### src/rtl/ce_frac_gen.sv
// Multi-channel fractional clock-enable generator: each channel pulses at NUM/DEN of clk_48.
// Optional CE_FRAC_PAUSE_EN makes the pause input freeze all channels; otherwise pause is ignored.
module ce_frac_gen #(
    parameter int NUM_CH  = 4,
    parameter int ACC_W   = 16,
    parameter int DEF_NUM = 1,
    parameter int DEF_DEN = 4
) (
    input  logic              clk_48,
    input  logic              reset,
    input  logic              resync,
    input  logic              pause,
    input  logic              cfg_valid,
    output logic              cfg_ready,
    input  logic [3:0]        cfg_ch,
    input  logic [ACC_W-1:0]  cfg_num,
    input  logic [ACC_W-1:0]  cfg_den,
    output logic              cfg_err,
    output logic [NUM_CH-1:0] ce,
    output logic              cfg_state_dbg
);

    // Config handshake: a write is taken when cfg_valid && cfg_ready on a rising edge;
    // the requester must hold cfg_valid and data until that edge. cfg_ready drops for
    // exactly the one APPLY cycle that follows an accepted write.
    typedef enum logic {
        ST_IDLE  = 1'b0,
        ST_APPLY = 1'b1
    } cfg_state_t;

    cfg_state_t         state_q, state_d;
    logic [3:0]         sh_ch_q, sh_ch_d;
    logic [ACC_W-1:0]   sh_num_q, sh_num_d;
    logic [ACC_W-1:0]   sh_den_q, sh_den_d;
    logic               err_q, err_d;

    logic [ACC_W-1:0]   num_q [NUM_CH];
    logic [ACC_W-1:0]   num_d [NUM_CH];
    logic [ACC_W-1:0]   den_q [NUM_CH];
    logic [ACC_W-1:0]   den_d [NUM_CH];
    logic [ACC_W-1:0]   acc_q [NUM_CH];
    logic [ACC_W-1:0]   acc_d [NUM_CH];
    logic [NUM_CH-1:0]  ce_q, ce_d;

    logic [ACC_W:0]     sum;
    logic [ACC_W:0]     diff;
    logic               hold;

`ifdef CE_FRAC_PAUSE_EN
    assign hold = pause;
`else
    logic unused_pause;
    assign hold         = 1'b0;
    assign unused_pause = pause;
`endif

    assign cfg_ready     = (state_q == ST_IDLE);
    assign cfg_err       = err_q;
    assign ce            = ce_q;
    assign cfg_state_dbg = (state_q == ST_APPLY);

    always_comb begin
        state_d  = state_q;
        sh_ch_d  = sh_ch_q;
        sh_num_d = sh_num_q;
        sh_den_d = sh_den_q;
        err_d    = err_q;
        case (state_q)
            ST_IDLE: begin
                if (cfg_valid) begin
                    sh_ch_d  = cfg_ch;
                    sh_num_d = cfg_num;
                    sh_den_d = cfg_den;
                    state_d  = ST_APPLY;
                end
            end
            ST_APPLY: begin
                state_d = ST_IDLE;
                if (int'(sh_ch_q) >= NUM_CH) begin
                    err_d = 1'b1;
                end
            end
            default: state_d = ST_IDLE;
        endcase
    end

    // Channel update. The sum is one bit wider than the accumulator so acc+num never wraps;
    // since acc < den always holds, sum-den fits back into ACC_W bits.
    always_comb begin
        sum  = '0;
        diff = '0;
        ce_d = '0;
        for (int i = 0; i < NUM_CH; i++) begin
            num_d[i] = num_q[i];
            den_d[i] = den_q[i];
            acc_d[i] = acc_q[i];
            sum  = {1'b0, acc_q[i]} + {1'b0, num_q[i]};
            diff = sum - {1'b0, den_q[i]};
            if (state_q == ST_APPLY && sh_ch_q == 4'(i)) begin
                num_d[i] = sh_num_q;
                den_d[i] = sh_den_q;
                acc_d[i] = '0;
            end else if (resync) begin
                acc_d[i] = '0;
            end else if (hold) begin
                acc_d[i] = acc_q[i];
            end else if (num_q[i] == '0 || den_q[i] == '0) begin
                acc_d[i] = '0;
            end else if (num_q[i] >= den_q[i]) begin
                ce_d[i]  = 1'b1;
                acc_d[i] = '0;
            end else if (sum >= {1'b0, den_q[i]}) begin
                ce_d[i]  = 1'b1;
                acc_d[i] = diff[ACC_W-1:0];
            end else begin
                acc_d[i] = sum[ACC_W-1:0];
            end
        end
    end

    always_ff @(posedge clk_48 or posedge reset) begin
        if (reset) begin
            state_q  <= ST_IDLE;
            sh_ch_q  <= '0;
            sh_num_q <= '0;
            sh_den_q <= '0;
            err_q    <= 1'b0;
            ce_q     <= '0;
            for (int i = 0; i < NUM_CH; i++) begin
                num_q[i] <= ACC_W'(DEF_NUM);
                den_q[i] <= ACC_W'(DEF_DEN);
                acc_q[i] <= '0;
            end
        end else begin
            state_q  <= state_d;
            sh_ch_q  <= sh_ch_d;
            sh_num_q <= sh_num_d;
            sh_den_q <= sh_den_d;
            err_q    <= err_d;
            ce_q     <= ce_d;
            for (int i = 0; i < NUM_CH; i++) begin
                num_q[i] <= num_d[i];
                den_q[i] <= den_d[i];
                acc_q[i] <= acc_d[i];
            end
        end
    end

endmodule

### config.mk
export PLATFORM = sky130hd
export DESIGN_NAME = ce_frac_gen
export DESIGN_NICKNAME = d
export VERILOG_FILES = /design/src/rtl/ce_frac_gen.sv
export SDC_FILE = /design/constraint.sdc
export NUM_CORES = 1
export LEC_CHECK = 0
export BUFFER_PORTS_ARGS = -buffer_cell sky130_fd_sc_hd__buf_2
export CORE_MARGIN = 3
export CORE_UTILIZATION = 56
export DETAILED_ROUTE_END_ITERATION = 8
export GPL_ROUTABILITY_DRIVEN = 0
export PLACE_DENSITY = 0.83
export SLEW_MARGIN = 20
export SYNTH_ARGS = -nofsm -noshare
export SYNTH_HDL_FRONTEND = slang
export SYNTH_SLANG_ARGS = --single-unit
### constraint.sdc
create_clock -name clk_48 -period 15.47 [get_ports clk_48]
set_input_delay 1.547 -clock clk_48 [delete_from_list [all_inputs] [get_ports clk_48]]
set_output_delay 1.547 -clock clk_48 [all_outputs]
set_load 0.01 [all_outputs]
Word-level counts from Yosys, hierarchy flattened:

Index checks and enable logic that the tools add are counted.

* flip-flop bits (word level): 234
* input bits: 41
* output and inout bits: 7
* logic and storage cells: 100

* add/subtract/negate cells: 8
* order comparisons: 9
* eq/ne operators: 3
* mux-type cells: 42
* bitwise operators: 1
* reduce and logical (&&, ||, !) cells: 19

Operator list (count)
* 2-to-1 mux 16 bit: 20
* logical NOT 16 bit: 8
* adder 16 x 16 -> 17 bit: 4
* >= comparator 17 x 16 -> 1 bit: 4
* >= comparator 16 bit: 4
* subtractor 16 bit: 4
* 2-to-1 mux 1 bit: 21
* equality test 4 x 2 -> 1 bit (second input constant): 2
* equality test 4 x 1 -> 1 bit (second input constant): 1
* >= comparator 4 x 3 -> 1 bit (second input constant): 1
* logical AND 1 bit: 4
* logical NOT 4 bit: 1
* logical OR 1 bit: 4
* AND reduction 2 bit: 2
* one-hot mux 1 bit (2 select lines): 1
* NOT 1 bit: 1

Longest topological paths before layout:

* depth in word-level cells: 7
* mapped depth: 20
* mapped depth without buffers: 18

Worst setup path before layout:

No wires, ideal clock.

* path type: reg2reg
* from: reg num_q[32] (netlist name)
* to: reg acc_q[42] (netlist name)
* setup time: 132 ps
* arrival time: 4021 ps
* data required time: 15338 ps
* setup slack: 11318 ps
* cell stages (with the launch flop): 20
* path buffers: 1
* clock period less this slack: 4152 ps
* cell sequence: dfstp_2 ha_1 inv_1 fa_1 nor2b_1 o21bai_1 a22oi_1 a21o_1 a21oi_1 xnor2_1 ha_1 a21o_1 a21o_1 a21o_1 a221oi_1 a211o_1 o21ai_2 buf_2 mux2i_1 nor2_1

RTL lines
* start: declaration: RTL line 37 `logic [ACC_W-1:0] num_q [NUM_CH];`
* start signal: indexed assignment: RTL line 130 `num_q[i] <= ACC_W'(DEF_NUM);`
* start signal: indexed assignment: RTL line 142 `num_q[i] <= num_d[i];`
* end signal: indexed assignment: RTL line 144 `acc_q[i] <= acc_d[i];`
* end: declaration: RTL line 41 `logic [ACC_W-1:0] acc_q [NUM_CH];`

==> summary.txt <==
CTS
  • Sink count of the clock tree: 234
  • CTS hold repair buffers: 0
  • Register clock-pin slew on the reported worst setup and hold paths: 0.07 ns
  • CTS H-Tree Depth: 1
  • Worst-skew pair later-pin latency: 0.53 ns
  • Buffer depth of the longest clock path: 3
  • Post-cts sizing count: 0
  • Number of setup buffers added after CTS: 0
  • TritonCTS clock tree: built
  • Number of buffers created by CTS: 25
  • Root buffer cell: clkbuf_16

Setup path
  • CP Capture Point: acc_q[11]
  • Largest fanout on the critical path: 10
  • Startpoint kind of the worst setup timing path: register
  • Critical R2R Capture: acc_q[11]
  • Setup crit end kind: register
  • Critical-path cell with the highest stage delay: a21boi_1
  • Crit Reg-Reg Startpoint: num_q[0]
  • Crit. Startpoint: num_q[0]
  • Data arrival at the endpoint of the critical path: 5.55 ns
  • Ordered cell list for the critical path: ha_1, inv_1, fa_1, nor2b_1, o31a_1, o211ai_1, a31oi_1, mux2i_1, nand2_1, ha_1, and4_1, nand4_1, o21ai_1, a21o_1, a31oi_1, a21boi_1, o311ai_0, a21oi_1
  • Delay of the slowest critical-path stage: 0.85 ns
  • Top cell family by delay on the critical path: compound AO/OA/AOI/OAI gates
  • Crit path required time: 15.92 ns
  • Total number of cells along the worst setup path: 18
  • Register-to-register setup slack: 10.37 ns
  • Number of cells traversed by the worst register-to-register path: 18
  • Kind of critical path: reg2reg
  • Buffers and inverters on the worst path: 1

Logic synthesis
  • Number of synthesized flops with an enable pin: 0
  • Proportion of netlist area held by the largest area contributor: 34.3%
  • Synth warnings: 0
  • Commonest register cell after synthesis: dfrtp_1
  • Average cell area after synthesis: 9.73 um2
  • Distinct cells, synth: 76
  • Synthesized Nets: 1934
  • Sequential cell area fraction in the yosys report: 35.6%
  • Number of register bits inferred by synthesis: 234
  • Async S/R FF share, synth: 100%
  • Post-synthesis instance area: 16500 um2
  • Cell taking the most area after synthesis: dfrtp_1
  • Leading post-synthesis cells by cell area: dfrtp_1 34%, ha_1 15%, mux2_2 9.0%
  • Post-Synthesis Cells: 1693

Timing
  • Maximum frequency from static timing analysis: 196 MHz
  • Setup repair after global routing missed its margin: no
  • Period minus WS final: 5.10 ns
  • Final Hold Violating Endpoints: 0
  • Worst slew slack as a fraction of its limit: 33.7%
  • TNS Setup: 0 ns
  • Total of endpoints with negative setup slack in the final report: 0
  • Count of pins over their slew limit: 0
  • Transition time at the pin with the least slew margin: 0.992 ns
  • Clock skew: 0.0137 ns
  • Worst-case setup margin in the final layout: 10.37 ns
  • Fraction of the cycle the final worst path needs: 33.0%

Finish
  • Register area: 5870 um2
  • Number of diodes: 0
  • Net count, final: 1979
  • Area occupied by multi-input gates: 10000 um2
  • Synthesis-to-layout area growth: 9.03%
  • Share of cells above drive strength 1: 14.9%
  • Fill cell count: 2216

Job
  • Max cap viols: 0

Drt
  • DR pass1 iterations: 6
  • DRC violations left: 0
  • WL per Instance: 19.9 um
  • DRC marker count from the first detailed-route iteration: 1007
  • Via total after detailed routing: 13534
  • Routed wire length: 42.6 mm
  • ANT nets after route: 0
  • Routed via count divided by cell count: 6.32

GRT
  • Total routing usage reported by global routing: 27.0%
  • Total congestion overflow: 0
  • Number of global-route vias before repair: 13529
  • Wire length of the first global-routing pass: 69.0 mm
  • Antenna violations before repair: 1
  • Maximum number of pins on one net before global-route repair: 125

Floorplanning
  • Count of pins on the block boundary: 48
  • Vertical die dimension: 178 um
  • Standard-cell rows: 62
  • Starting utilization of the core area: 57.1%
  • Die W: 178 um
  • Core Box Area: 28900 um2
  • Die footprint: 31500 um2

Status
  • Status: completed

Placement
  • Hpwl dp: 31.3 mm
  • Post-placement worst setup slack: 10.54 ns
  • Port-buffer cells: 46

Min path
  • Worst Hold Class: reg2reg
## placed cells by master, fill, tap and decap left out, types with 6 or more instances in the layout
cell	n
nor2_1	107
or2_2	7
a21o_1	44
o21ai_0	93
or3_1	9
nor3_1	33
nand2_1	114
nand4_1	20
clkbuf_16	25
ha_1	192
a31oi_1	9
and3_1	10
inv_1	115
o211ai_1	10
dfstp_2	8
o21bai_1	10
nand3_1	39
a21oi_1	109
a211oi_1	27
o21a_1	30
nor4_1	41
a211o_1	11
mux2i_1	26
nand2b_1	16
o21ai_1	9
dfrtp_1	226
a21boi_0	6
nor2b_1	20
o31ai_1	6
xnor2_1	61
o31a_1	12
xor2_1	13
buf_4	7
fa_1	8
mux2_2	131
and4_1	10
buf_2	46
## per-stage QoR
| stage | instance area, um2 | utilization, % | cells | hold WS, ns |
|---|---|---|---|---|
| floorplan | 16500 | - | 1693 | 0.499 |
| global placement | 17100 | 59.3 | 2094 | 0.457 |
| detailed placement | 17100 | 59.3 | 2094 | 0.462 |
| CTS | 17900 | 62.2 | 2140 | 0.476 |
| global route | 18000 | 62.3 | 2141 | 0.503 |
| finish | 18000 | 62.3 | 2141 | 0.477 |
## Yosys cell counts (all sizes together) (13+ instances only)
master / number
dfrtp: 226
ha: 192
mux2: 131
inv: 116
nand2: 114
a21oi: 110
nor2: 108
o21ai: 103
xnor2: 61
a21o: 44
nor4: 41
nand3: 39
nor3: 34
o21a: 30
a211oi: 27
mux2i: 26
clkbuf: 24
nor2b: 21
nand4: 20
nand2b: 16
xor2: 13
## layer usage
| layer | track usage, % | up-vias | wire [um] | part of all wire, % |
|---|---|---|---|---|
| met5 | 0 | - | 13 | 0.031 |
| met4 | 10.5 | 2 | 1800 | 4.2 |
| met3 | 3.57 | 114 | 2770 | 6.5 |
| met2 | 45.2 | 515 | 20100 | 47 |
| met1 | 35.7 | 6561 | 17900 | 42 |
| li1 | - | 6342 | - | - |
## how the worst min path moves through the flow
stage | cells after the start | to | from
after floorplan | 2 | num_q[48] | num_q[48]
after global placement | 1 | cfg_err | cfg_err
after detailed placement | 1 | cfg_err | cfg_err
after CTS | 1 | cfg_err | cfg_err
after global routing | 1 | cfg_err | cfg_err
final | 1 | cfg_err | cfg_err
## logic make-up (layout without fill, tap and decap cells)
kind of cell | Yosys count | after routing | synth area share (%)
xor gates and xnor gates | 74 | 74 | 3.93
muxes | 157 | 157 | 10.5
buffers and inverters | 152 | 216 | 3.58
and+or+nand+nor | 444 | 444 | 13.2
AOI/OAI and AO/OA | 432 | 432 | 17.6
DFF | 234 | 234 | 35.6
adders and majority gates | 200 | 200 | 15.5
## flip-flops by register name, summed over array words and instances (netlist names)
register and cells:
acc_q 64, den_q 64, num_q 64, sh_den_q 16
sh_num_q 16, ce 4, sh_ch_q 4, cfg_err 1
cfg_state_dbg 1
## final cells by class
| type | count | area share [%] |
|---|---|---|
| multi-input cells | 1307 | 55.9 |
| flip-flops and latches | 234 | 32.6 |
| clock buffers | 32 | 3.80 |
| well taps | 384 | 2.67 |
| inverters | 116 | 2.47 |
| repair buffers | 54 | 1.69 |
| clock inverters | 14 | 0.836 |
Power is left out: the tool's default activity adds up to more than one toggle a clock period on the data nets, which glitch-free logic cannot reach.
